===== src/rtl/instr_sequencer.sv =====
// rtl/instr_sequencer.sv - serial instruction deserialiser, FIFO and issue sequencer
//
// Purpose: collects INSTR_W-bit instructions arriving MSB first on ser_in,
// queues them in a DEPTH-entry FIFO and hands them one at a time to the
// execution FSM, either on a step pulse or automatically in run mode.
//
// Ports:
//   clk, rst             clock, asynchronous active-high reset
//   ser_in, ser_valid    serial instruction bit and its qualifier
//   run_mode             0 = step on btn_edge, 1 = issue automatically
//   btn_edge             one-cycle step pulse
//   flush                clears FIFO, shifter and bit counter
//   exec_busy            execution FSM is out of idle
//   opcode, instr        low 4 bits / upper field of the issued instruction
//   inst_done            issued instruction valid and not yet retired
//   start                one-cycle issue pulse
//   fifo_count/full/empty FIFO occupancy and flags
//   overflow             sticky: a completed word was dropped
module instr_sequencer #(
   parameter int INSTR_W = 16,
   parameter int DEPTH   = 4,
   parameter int PTR_W   = $clog2(DEPTH)
) (
   input  logic               clk,
   input  logic               rst,
   input  logic               ser_in,
   input  logic               ser_valid,
   input  logic               run_mode,
   input  logic               btn_edge,
   input  logic               flush,
   input  logic               exec_busy,
   output logic [3:0]         opcode,
   output logic [INSTR_W-5:0] instr,
   output logic               inst_done,
   output logic               start,
   output logic [PTR_W:0]     fifo_count,
   output logic               fifo_full,
   output logic               fifo_empty,
   output logic               overflow
);

   localparam int                CNT_W    = $clog2(INSTR_W);
   localparam logic [CNT_W-1:0]  LAST_BIT = CNT_W'(INSTR_W - 1);
   localparam logic [PTR_W:0]    DEPTH_C  = (PTR_W + 1)'(DEPTH);

   typedef enum logic [1:0] {S_IDLE, S_WAIT_HI, S_WAIT_LO} state_t;

   state_t               state;
   state_t               state_nxt;
   logic [INSTR_W-1:0]   shifter;
   logic [CNT_W-1:0]     bit_cnt;
   logic [INSTR_W-1:0]   mem [DEPTH];
   logic [PTR_W-1:0]     wr_ptr;
   logic [PTR_W-1:0]     rd_ptr;
   logic [INSTR_W-1:0]   word_nxt;
   logic                 word_done;
   logic                 pop;
   logic                 push;
   logic                 drop;

   // The completing word includes the bit arriving at this edge.
   assign word_nxt  = {shifter[INSTR_W-2:0], ser_in};
   assign word_done = ser_valid && (bit_cnt == LAST_BIT);

   assign fifo_full  = (fifo_count == DEPTH_C);
   assign fifo_empty = (fifo_count == '0);

   // A full FIFO still accepts a word when the head leaves at the same edge.
   // Flush discards a completing word silently (no overflow).
   assign push = word_done && !flush && (!fifo_full || pop);
   assign drop = word_done && !flush && fifo_full && !pop;

   always_ff @(posedge clk or posedge rst) begin
      if (rst) begin
         state <= S_IDLE;
      end else begin
         state <= state_nxt;
      end
   end

   // Issue decision uses the registered occupancy, so a word pushed at an
   // edge cannot be popped at that same edge.
   always_comb begin
      state_nxt = state;
      pop       = 1'b0;
      case (state)
         S_IDLE: begin
            if (!fifo_empty && (run_mode || btn_edge) && !flush) begin
               pop       = 1'b1;
               state_nxt = S_WAIT_HI;
            end
         end
         S_WAIT_HI: begin
            if (exec_busy) begin
               state_nxt = S_WAIT_LO;
            end
         end
         S_WAIT_LO: begin
            if (!exec_busy) begin
               state_nxt = S_IDLE;
            end
         end
         default: state_nxt = S_IDLE;
      endcase
   end

   always_ff @(posedge clk or posedge rst) begin
      if (rst) begin
         shifter <= '0;
         bit_cnt <= '0;
      end else if (flush) begin
         shifter <= '0;
         bit_cnt <= '0;
      end else if (ser_valid) begin
         shifter <= word_nxt;
         bit_cnt <= word_done ? '0 : bit_cnt + 1'b1;
      end
   end

   // Storage array carries no reset; pointers and count define validity.
   always_ff @(posedge clk) begin
      if (push) begin
         mem[wr_ptr] <= word_nxt;
      end
   end

   always_ff @(posedge clk or posedge rst) begin
      if (rst) begin
         wr_ptr     <= '0;
         rd_ptr     <= '0;
         fifo_count <= '0;
         overflow   <= 1'b0;
      end else if (flush) begin
         wr_ptr     <= '0;
         rd_ptr     <= '0;
         fifo_count <= '0;
      end else begin
         if (push) begin
            wr_ptr <= wr_ptr + 1'b1;
         end
         if (pop) begin
            rd_ptr <= rd_ptr + 1'b1;
         end
         case ({push, pop})
            2'b10:   fifo_count <= fifo_count + 1'b1;
            2'b01:   fifo_count <= fifo_count - 1'b1;
            default: fifo_count <= fifo_count;
         endcase
         if (drop) begin
            overflow <= 1'b1;
         end
      end
   end

   always_ff @(posedge clk or posedge rst) begin
      if (rst) begin
         opcode    <= '0;
         instr     <= '0;
         inst_done <= 1'b0;
         start     <= 1'b0;
      end else begin
         start <= pop;
         if (pop) begin
            opcode    <= mem[rd_ptr][3:0];
            instr     <= mem[rd_ptr][INSTR_W-1:4];
            inst_done <= 1'b1;
         end else if (state == S_WAIT_LO && !exec_busy) begin
            inst_done <= 1'b0;
         end
      end
   end

endmodule


===== config.mk =====
export PLATFORM = sky130hd
export DESIGN_NAME = instr_sequencer
export DESIGN_NICKNAME = d
export VERILOG_FILES = /design/src/rtl/instr_sequencer.sv
export SDC_FILE = /design/constraint.sdc
export NUM_CORES = 1
export LEC_CHECK = 0
export ABC_AREA = 1
export CAP_MARGIN = 20
export CORE_ASPECT_RATIO = 1.1
export CORE_MARGIN = 1.5
export CORE_UTILIZATION = 30
export CTS_CLUSTER_SIZE = 16
export DETAILED_ROUTE_END_ITERATION = 12
export GPL_TIMING_DRIVEN = 1
export PLACE_DENSITY = 0.45
export SLEW_MARGIN = 25
export SYNTH_ARGS = -nofsm -noshare
export SYNTH_HDL_FRONTEND = slang
export SYNTH_SLANG_ARGS = --single-unit

===== constraint.sdc =====
create_clock -name clk -period 3.6 [get_ports clk]
set_clock_uncertainty 0.05 [all_clocks]
set_input_delay 0.72 -clock clk [delete_from_list [all_inputs] [get_ports clk]]
set_output_delay 0.72 -clock clk [all_outputs]
set_load 0.02 [all_outputs]

==> reports/results.ini, run 1 <==
[clock_network]
root_buffer=clkbuf_16
h-tree-depth=3
post-cts-setup-buffers=0
cts_hold_buf=0
cts_tree=yes
clockBufferDepth=2
cts_resized=0
clock_sinks=111
clk_latency_ns=0.35
clkTransAtPathRegs_ns=0.07
cts_made_buffers=9

[detailed_routing]
drt_iter0_drc=132
drtPass1Iterations=4
drt-total-wl_mm=8.867
viasPerCell=4.492
detail_route.wl_per_cell_um=14.35
vias=2776
drcViolationCount=0
ant_nets=0

[global_routing]
grt_max_degree=48
gr-total-overflow=0
grt_util_met3_pct=2.595
grtUsageTotal_pct=12.38
grt_pass1_vias=2759
busiest_layer=met2
grt_pass1_wl_mm=14.66
antenna_found_initial=0
grt_use_met2_pct=20.10
met1_usage_pct=16.39

[floorplan]
die_width_um=119.4
core_sq_um=14500
die-area_sq_um=15650
rows=46
num_io_pins=32
die_h_um=131.1
initial_core_util_pct=30.83

[worst_setup_path]
crit_type=flop to output pin
worstSetupStartpointType=flop
cp_max_fo=4
reg2reg_slack_ns=1.46
r2r_end=fifo_count[2]
arrival_ns=1.86
worstPathRequired_ns=2.83
ff2ff_path_depth=12
timing.rr.start=bit_cnt[0]
endpoint_kind=output pin

[timing]
fin_crit_ns=2.628
setup_viol=0
final_max_slew_viol_count=0
worst_pin_slew_ns=0.9212
max_freq_mhz=380.5
tns_ns=0
hold_violations=0
slew_headroom_pct=38.52
min_period_over_period_pct=73.00
rsz0062_at_grt=false

[power]
vdd_drop_max_uv=241.1
power.leakage_nw=2.090
powerDensity_nw_per_um2=689.5

[layout]
diodes=0
layout.nets=435
nFillCells=1417
syn_to_final_growth_pct=18.69
final_core_util_pct=36.59
final_cell_mix=nand2_1 (70), edfxtp_1 (64), dfrtp_1 (47), nor2_1 (44), o21ai_0 (41)
drive_gt1_share_pct=8.920
layout_commonest_cell=nand2_1

[synth]
synth_nets=401
netlist_area_sq_um=4472
ys_seq_area_share_pct=69.28
yosys_warnings=0
ys_ff_latch=111
netlist_instances=387
syn_avg_cell_area_sq_um=11.56
synth_cell_type_count=31

[hold_path]
hp-start=instr[3]
hold_class=flop to flop
holdPathStages=2
whs_endpoint=instr[3]

[place]
place_hpwl_mm=5.755
port_buffers=31
gp_congestion=0.7619

[run_status]
status=finished clean

[flow_run]
maxCapViolations=0

[worst max-delay path by stage]
stage	from	end	slack (ns)
6_report	fifo_count[0]	fifo_full	0.97
5_1_grt	flush	fifo_count[2]	0.86
4_1_cts	fifo_count[0]	fifo_full	0.93
3_5_place_dp	flush	fifo_count[2]	0.67
3_3_place_gp	flush	fifo_count[2]	0.73
2_1_floorplan	btn_edge	mem[0][0]	1.25
[through the flow]
step | hold WS (ns) | instance area [sq um] | std cells | power [mW] | worst slack [ns]
floorplan | 0.4260 | 4472 | 387 | 2.269 | 1.248
CTS | 0.4349 | 5308 | 618 | 3.717 | 0.9330
detailed placement | 0.4147 | 4987 | 602 | 2.649 | 0.6661
global route | 0.4552 | 5308 | 618 | 3.891 | 0.8555
finish | 0.4274 | 5308 | 618 | 3.660 | 0.9721
global placement | 0.4117 | 4985 | 602 | 2.649 | 0.7332
[per-layer routing]
metal,vias to the layer above,part of all wire (%),wire [um]
met4,0,1.8,160
met2,31,48,4293
met1,1342,47,4190
li1,1391,-,-
met3,12,2.5,222
met5,-,0,0
[sequential cells by signal (all words and copies together) (netlist names)]
| name | flops |
|---|---|
| mem | 64 |
| shifter | 15 |
| start | 1 |
| wr_ptr | 2 |
| bit_cnt | 4 |
| rd_ptr | 2 |
| instr | 12 |
| state | 2 |
| fifo_count | 3 |
| inst_done | 1 |
| opcode | 4 |
| overflow | 1 |
[worst max-delay path, cell delays in order (launching register included)]
cell and delay, ns:
dfrtp_1 0.44, inv_2 0.10, nand2_1 0.08, nor2_1 0.23, clkdlybuf4s50_1 0.66
[cells by family (layout without fill, tap and decap cells)]
group                      after synthesis  count (layout)  share of synthesized area [%]
DFF                                    111             111                          69.28
xor gates and xnor gates                 2               2                         0.3918
adders and majority gates                6               6                          1.847
AOI/OAI and AO/OA                       76              76                          9.709
buffers and inverters                   53              92                          5.316
and+or+nand+nor                        139             139                          13.46
[power by group]
group | leakage, nW | internal [mW] | total (mW) | switching, mW
Combinational | 0.726 | 0.409 | 1.04 | 0.634
Clock | 0.153 | 0.613 | 1.06 | 0.450
Sequential | 1.21 | 1.46 | 1.55 | 0.0897
[area by class of cell]
type,count,area (sq um),share of cell area (%)
Clock inverter,7,95.09,1.792
Inverter,38,150.1,2.829
Multi-Input combinational cell,223,1136,21.41
Timing Repair Buffer,38,362.8,6.836
Tap cell,192,240.2,4.526
Sequential cell,111,3098,58.37
Clock buffer,9,225.2,4.243
[synth_stat cells]
cell type,n,area [sq um]
nand2_1,70,262.8
edfxtp_1,64,1922
dfrtp_1,47,1176
nor2_1,44,165.2
o21ai_0,41,205.2
inv_1,33,123.9
o22ai_1,29,181.4
nand3_1,14,70.07
buf_2,8,40.04
ha_1,5,62.56
clkbuf_1,3,11.26
inv_2,3,11.26
nand2_2,3,18.77
a21oi_1,2,10.01
inv_4,2,12.51
nand3_2,2,20.02
nand3_4,2,35.03
nor2_2,2,12.51
a21oi_4,1,16.27
a2bb2oi_1,1,8.760
buf_4,1,7.510
buf_6,1,11.26
buf_8,1,15.01
clkbuf_2,1,5.000
fa_1,1,20.02
nand4_1,1,6.260
nor2_4,1,11.26
o21ai_1,1,5.000
o21bai_1,1,7.510
xnor2_1,1,8.760
xor2_1,1,8.760
No activity file was read; power rests on OpenSTA's default activity.
==> run 2, diff against run 1 <==
==> constraint.sdc (replaced) <==
create_clock -name clk -period 2.5 [get_ports clk]
set_clock_uncertainty 0.05 [all_clocks]
set_input_delay 0.5 -clock clk [delete_from_list [all_inputs] [get_ports clk]]
set_output_delay 0.5 -clock clk [all_outputs]
set_load 0.02 [all_outputs]
==> reports/results.ini, run 2 (same netlist as run 1, synthesis figures left out) <==
[timing]
hold_violations=0  ; unchanged
final_max_slew_viol_count=0  ; unchanged
hold_ws_ns=0.4300  ; +0.002590 ns
layout_setup_ws_ns=0.2082  ; -0.7639 ns
fin_crit_ns=2.292
max_freq_mhz=436.3
rsz0062_at_grt=false
tns_ns=0  ; unchanged
min_period_over_period_pct=91.67
slew_headroom_pct=63.00  ; +24 points
worst_pin_slew_ns=0.5544  ; -0.3667 ns
setup_viol=0  ; unchanged

[layout]
largest_reg_flops=64  ; unchanged
fin_area_sq_um=5418  ; +2.1%
layout.nets=446  ; +2.5%
syn_to_final_growth_pct=21.15
diodes=0  ; unchanged
drive_gt1_share_pct=11.21  ; +2.3 points
top_register=mem
final_cell_mix=nand2_1 (70), edfxtp_1 (64), dfrtp_1 (47), nor2_1 (44), o21ai_0 (41)
layout_commonest_cell=nand2_1
reg_top3=mem: 64 flops, shifter: 15 flops, instr: 12 flops
final_core_util_pct=37.35  ; +0.76 points
fin_cells=629  ; +1.8%

[floorplan]
die_h_um=131.1  ; unchanged
die_width_um=119.4  ; unchanged
core_sq_um=14500  ; unchanged
initial_core_util_pct=30.83  ; unchanged
num_io_pins=32  ; unchanged
rows=46  ; unchanged
die-area_sq_um=15650  ; unchanged

[clock_network]
root_buffer=clkbuf_16
post-cts-setup-buffers=0  ; unchanged
clock_sinks=111  ; unchanged
cts_hold_buf=0  ; unchanged
h-tree-depth=3  ; unchanged
cts_tree=yes
clk_latency_ns=0.35  ; about the same
cts_made_buffers=9  ; unchanged
clkTransAtPathRegs_ns=0.07  ; about the same
cts_resized=0  ; unchanged
clockBufferDepth=2  ; unchanged

[power]
powerDensity_nw_per_um2=964.3  ; +40%
pwr-share-comb_pct=30.2  ; +1.7 points
p_switching_mw=1.701  ; +45%
intPower_mw=3.523  ; +42%
clkPwrFrac_pct=27.2  ; -1.8 points
swShare_pct=32.55  ; +0.50 points
power.leakage_nw=2.158  ; +3.3%
vdd_drop_max_uv=354.4  ; +47%
power_mw=5.224  ; +43%
seqPwrFrac_pct=42.6  ; about the same

[global_routing]
grt_pass1_wl_mm=14.45  ; -1.5%
grtUsageTotal_pct=12.36  ; -0.019 points
antenna_found_initial=0  ; unchanged
gr-total-overflow=0  ; unchanged
grt_pass1_vias=2687  ; -2.6%
grt_max_degree=48  ; unchanged

[detailed_routing]
drcViolationCount=0  ; unchanged
viasPerCell=4.471  ; -0.47%
drt-total-wl_mm=8.924  ; +0.64%
ant_nets=0  ; unchanged
vias=2812  ; +1.3%
drt_iter0_drc=197  ; +49%
drtPass1Iterations=7  ; +3
detail_route.wl_per_cell_um=14.19  ; -1.1%

[run_status]
status=finished clean

[worst_setup_path]
arrival_ns=1.74  ; -0.12 ns
slowest_stage=clkdlybuf4s50_1
cp_max_fo=4  ; unchanged
endpoint_kind=output pin
crit_type=flop to output pin
path_cells=inv_2, nand2_1, nor2_2, clkdlybuf4s50_1
worstSetupStartpointType=flop
timing.rr.start=bit_cnt[0]
cp_num_buf_inv=2  ; unchanged
worstPathRequired_ns=1.95  ; -0.88 ns
critPathTopFamily=buffers and inverters
critPathMaxStageDelay_ns=0.64  ; -0.02 ns
crit_start=fifo_count[0]

[place]
place_area_sq_um=5117  ; +2.6%
place_hpwl_mm=5.915  ; +2.8%
port_buffers=31  ; unchanged
gp_congestion=0.7608  ; -0.14%
place_inst=613  ; +1.8%
post-place-ws_ns=0.07560  ; -0.5905 ns

[hold_path]
hold_class=flop to flop
hp-start=overflow

[flow_run]
maxCapViolations=0  ; unchanged

run 2: cell types whose count changed in the layout (fill, tap and decap cells not counted), sizes merged:
| cell | change |
|---|---|
| buf | +11 |
| bufinv | -1 |
| clkbuf | +1 |
| clkdlybuf4s50 | -1 |
| clkinv | -1 |
| clkinvlp | +1 |
| dlymetal6s2s | +1 |
run 2: cell type report:
type / count / area, sq um
tap: 192 / 240.2
clock inverter: 6 / 68.82
inverter: 38 / 147.6
multi-input combinational: 223 / 1136
sequential: 111 / 3098
clock buffer: 10 / 229.0
timing repair buffer: 49 / 498.0
fill: 1420 / 9086
run 2: path summary, 6_finish.rpt:
path	end	slack, ns	cells after the start
max in group asynchronous	bit_cnt[3]	1.72	3
setup reg to reg	fifo_count[2]	0.46	13
setup / recovery	fifo_empty	0.21	4
min in group asynchronous	opcode[2]	0.45	3
hold / removal	overflow	0.43	1
hold reg to reg	overflow	0.43	1
run 2: power groups by stage:
| stage | logic [mW] | registers [mW] | clock network [mW] |
|---|---|---|---|
| finish | 1.58 | 2.22 | 1.42 |
| global route | 1.75 | 2.25 | 1.54 |
| CTS | 1.59 | 2.23 | 1.46 |
| detailed placement | 1.59 | 2.27 | 0 |
| global placement | 1.59 | 2.26 | 0 |
| floorplan | 0.827 | 2.44 | 0 |
run 2: layer usage:
layer	vias up	wire length, um	global-route usage [%]	part of all wire (%)
li1	1408	-	-	-
met1	1339	4229	16.59	47
met2	51	4232	19.72	47
met3	14	285	2.336	3.2
met4	0	176	5.602	2.0
met5	-	0	0	0
==> run 3, diff against run 2 <==
--- a/config.mk
+++ b/config.mk
@@ -9,11 +9,11 @@
 export CAP_MARGIN = 20
 export CORE_ASPECT_RATIO = 1.1
 export CORE_MARGIN = 1.5
-export CORE_UTILIZATION = 30
+export CORE_UTILIZATION = 55
 export CTS_CLUSTER_SIZE = 16
 export DETAILED_ROUTE_END_ITERATION = 12
-export GPL_TIMING_DRIVEN = 1
-export PLACE_DENSITY = 0.45
+export GPL_TIMING_DRIVEN = 0
+export PLACE_DENSITY = 0.74
 export SLEW_MARGIN = 25
 export SYNTH_ARGS = -nofsm -noshare
 export SYNTH_HDL_FRONTEND = slang
==> reports/results.ini, run 3 (same netlist as run 1, synthesis figures left out) <==
[layout]
top_register=mem
reg_top3=mem: 64 flops, shifter: 15 flops, instr: 12 flops
diodes=0  ; unchanged
nFillCells=608  ; -57%
fin_area_sq_um=5201  ; -4.0%
layout_commonest_cell=nand2_1
syn_to_final_growth_pct=16.31
drive_gt1_share_pct=12.07  ; +0.86 points
fin_cells=547  ; -13%
multi_input_area_sq_um=1146  ; +0.88%
final_cell_mix=nand2_1 (70), edfxtp_1 (64), dfrtp_1 (47), o21ai_0 (41), nor2_1 (40)
register_area_sq_um=3098  ; unchanged
largest_reg_flops=64  ; unchanged
layout.nets=448  ; +0.45%

[worst_setup_path]
worstPathRequired_ns=2.73  ; +0.78 ns
r2r_end=fifo_count[2]
crit_top_cell=nand2_1
crit_type=primary input to flop
worstSetupStartpointType=primary input
critPathTopFamily=buffers and inverters
arrival_ns=2.50  ; +0.76 ns
reg2reg_slack_ns=0.26  ; -0.20 ns
timing.rr.start=bit_cnt[0]
cp_max_fo=8  ; +4
worst-path-stages=12  ; +8
endpoint_kind=flop
path_cells=clkdlybuf4s50_1, inv_2, nand2_2, nand3_1, inv_1, fa_1, xnor2_1, inv_1, nand2_1, nand2_1, nand3_2, nand2_1
slowest_stage=clkdlybuf4s50_1
critPathMaxStageDelay_ns=0.50  ; -0.14 ns
ff2ff_path_depth=13  ; unchanged
cp_num_buf_inv=4  ; +2

[floorplan]
die-area_sq_um=8681  ; -45%
die_h_um=97.57  ; -26%
num_io_pins=32  ; unchanged
die_width_um=88.98  ; -25%
initial_core_util_pct=56.51  ; +26 points
rows=34  ; -26%
core_sq_um=7913  ; -45%

[power]
vdd_drop_max_uv=333.2  ; -6.0%
power.leakage_nw=2.112  ; -2.2%
seqPwrFrac_pct=45.7  ; +3.1 points
pwr-share-comb_pct=33.7  ; +3.5 points
p_switching_mw=1.744  ; +2.5%
intPower_mw=3.129  ; -11%
swShare_pct=35.78  ; +3.2 points
powerDensity_nw_per_um2=936.9  ; -2.8%
clkPwrFrac_pct=20.6  ; -6.6 points

[timing]
worst_pin_slew_ns=0.6892  ; +0.1348 ns
setup_viol=0  ; unchanged
fin_crit_ns=2.265  ; -0.02650 ns
hold_ws_ns=0.4428  ; +0.01281 ns
max_freq_mhz=441.4  ; +1.2%
slew_headroom_pct=53.98  ; -9.0 points
min_period_over_period_pct=90.61  ; -1.1 points
final_max_slew_viol_count=0  ; unchanged
rsz0062_at_grt=false
hold_violations=0  ; unchanged
layout_setup_ws_ns=0.2347  ; +0.02650 ns

[clock_network]
clk_latency_ns=0.38  ; +0.03 ns
cts_made_buffers=9  ; unchanged
clock_sinks=111  ; unchanged
cts_tree=yes
clkTransAtPathRegs_ns=0.11  ; +0.04 ns
cts_resized=0  ; unchanged
clockBufferDepth=2  ; unchanged
root_buffer=clkbuf_8
cts_hold_buf=0  ; unchanged
post-cts-setup-buffers=0  ; unchanged
h-tree-depth=3  ; unchanged

[detailed_routing]
drcViolationCount=0  ; unchanged
ant_nets=0  ; unchanged
drt-total-wl_mm=8.964  ; +0.45%
detail_route.wl_per_cell_um=16.39  ; +16%
drt_iter0_drc=234  ; +19%
drtPass1Iterations=4  ; -3
vias=2933  ; +4.3%
viasPerCell=5.362  ; +20%

[hold_path]
holdPathStages=2  ; +1
hp-start=instr[3]
hold_class=flop to flop
whs_endpoint=instr[3]

[place]
gp_congestion=0.7860  ; +3.3%
port_buffers=31  ; unchanged
post-place-ws_ns=-0.1017  ; -0.1773 ns
place_hpwl_mm=6.147  ; +3.9%
place_inst=531  ; -13%
place_area_sq_um=5015  ; -2.0%

[run_status]
status=finished clean

[flow_run]
maxCapViolations=0  ; unchanged

[global_routing]
gr-total-overflow=0  ; unchanged
grt_pass1_wl_mm=14.61  ; +1.1%
grt_max_degree=30  ; -38%
antenna_found_initial=0  ; unchanged
grt_pass1_vias=2991  ; +11%
grtUsageTotal_pct=22.78  ; +10 points

run 3: worst max path at each step:
stage,from,endpoint,slack (ns)
after floorplan,fifo_count[1],mem[0][0],0.31
after detailed placement,flush,fifo_count[2],-0.10
after CTS,fifo_count[1],fifo_full,0.05
after global placement,flush,mem[3][4],-0.74
final,flush,fifo_count[2],0.23
after global routing,bit_cnt[0],fifo_count[2],0.11
run 3: stage by stage:
step	power, mW	setup TNS [ns]	util [%]
after floorplan	3.268	0	-
after global placement	3.855	-52.27	62.14
after detailed placement	3.910	-2.485	63.38
after CTS	4.909	0	65.67
after global routing	5.140	0	65.73
final	4.873	0	65.73
run 3: power by group through the flow:
stage               combinational [mW]  clock (mW)  sequential, mW
detailed placement                1.64           0            2.27
global route                      1.79        1.09            2.25
finish                            1.64        1.00            2.23
floorplan                        0.827           0            2.44
CTS                               1.65        1.03            2.23
global placement                  1.60           0            2.26
run 3: layer usage:
metal  routed length [um]  vias up  track usage, %
li1                     -     1417               -
met1                 4022     1419           31.64
met2                 4234       84           34.44
met3                  535       13           4.928
met4                  172        0           10.30
met5                    0        -               0
run 3: tightest hold or removal path, cell delays in order, from the launching register on:
cell     delay, ns
dfrtp_1       0.36
nand2_1       0.06
nand2_1       0.05
run 3: final cells by class:
cell class / count / share of cell area [%]
Inverter: 38 / 2.839
Multi-Input combinational cell: 223 / 22.04
Sequential cell: 111 / 59.56
Timing Repair Buffer: 36 / 7.746
Clock inverter: 6 / 1.034
Buffer: 15 / 1.732
Clock buffer: 10 / 2.454
Tap cell: 108 / 2.598
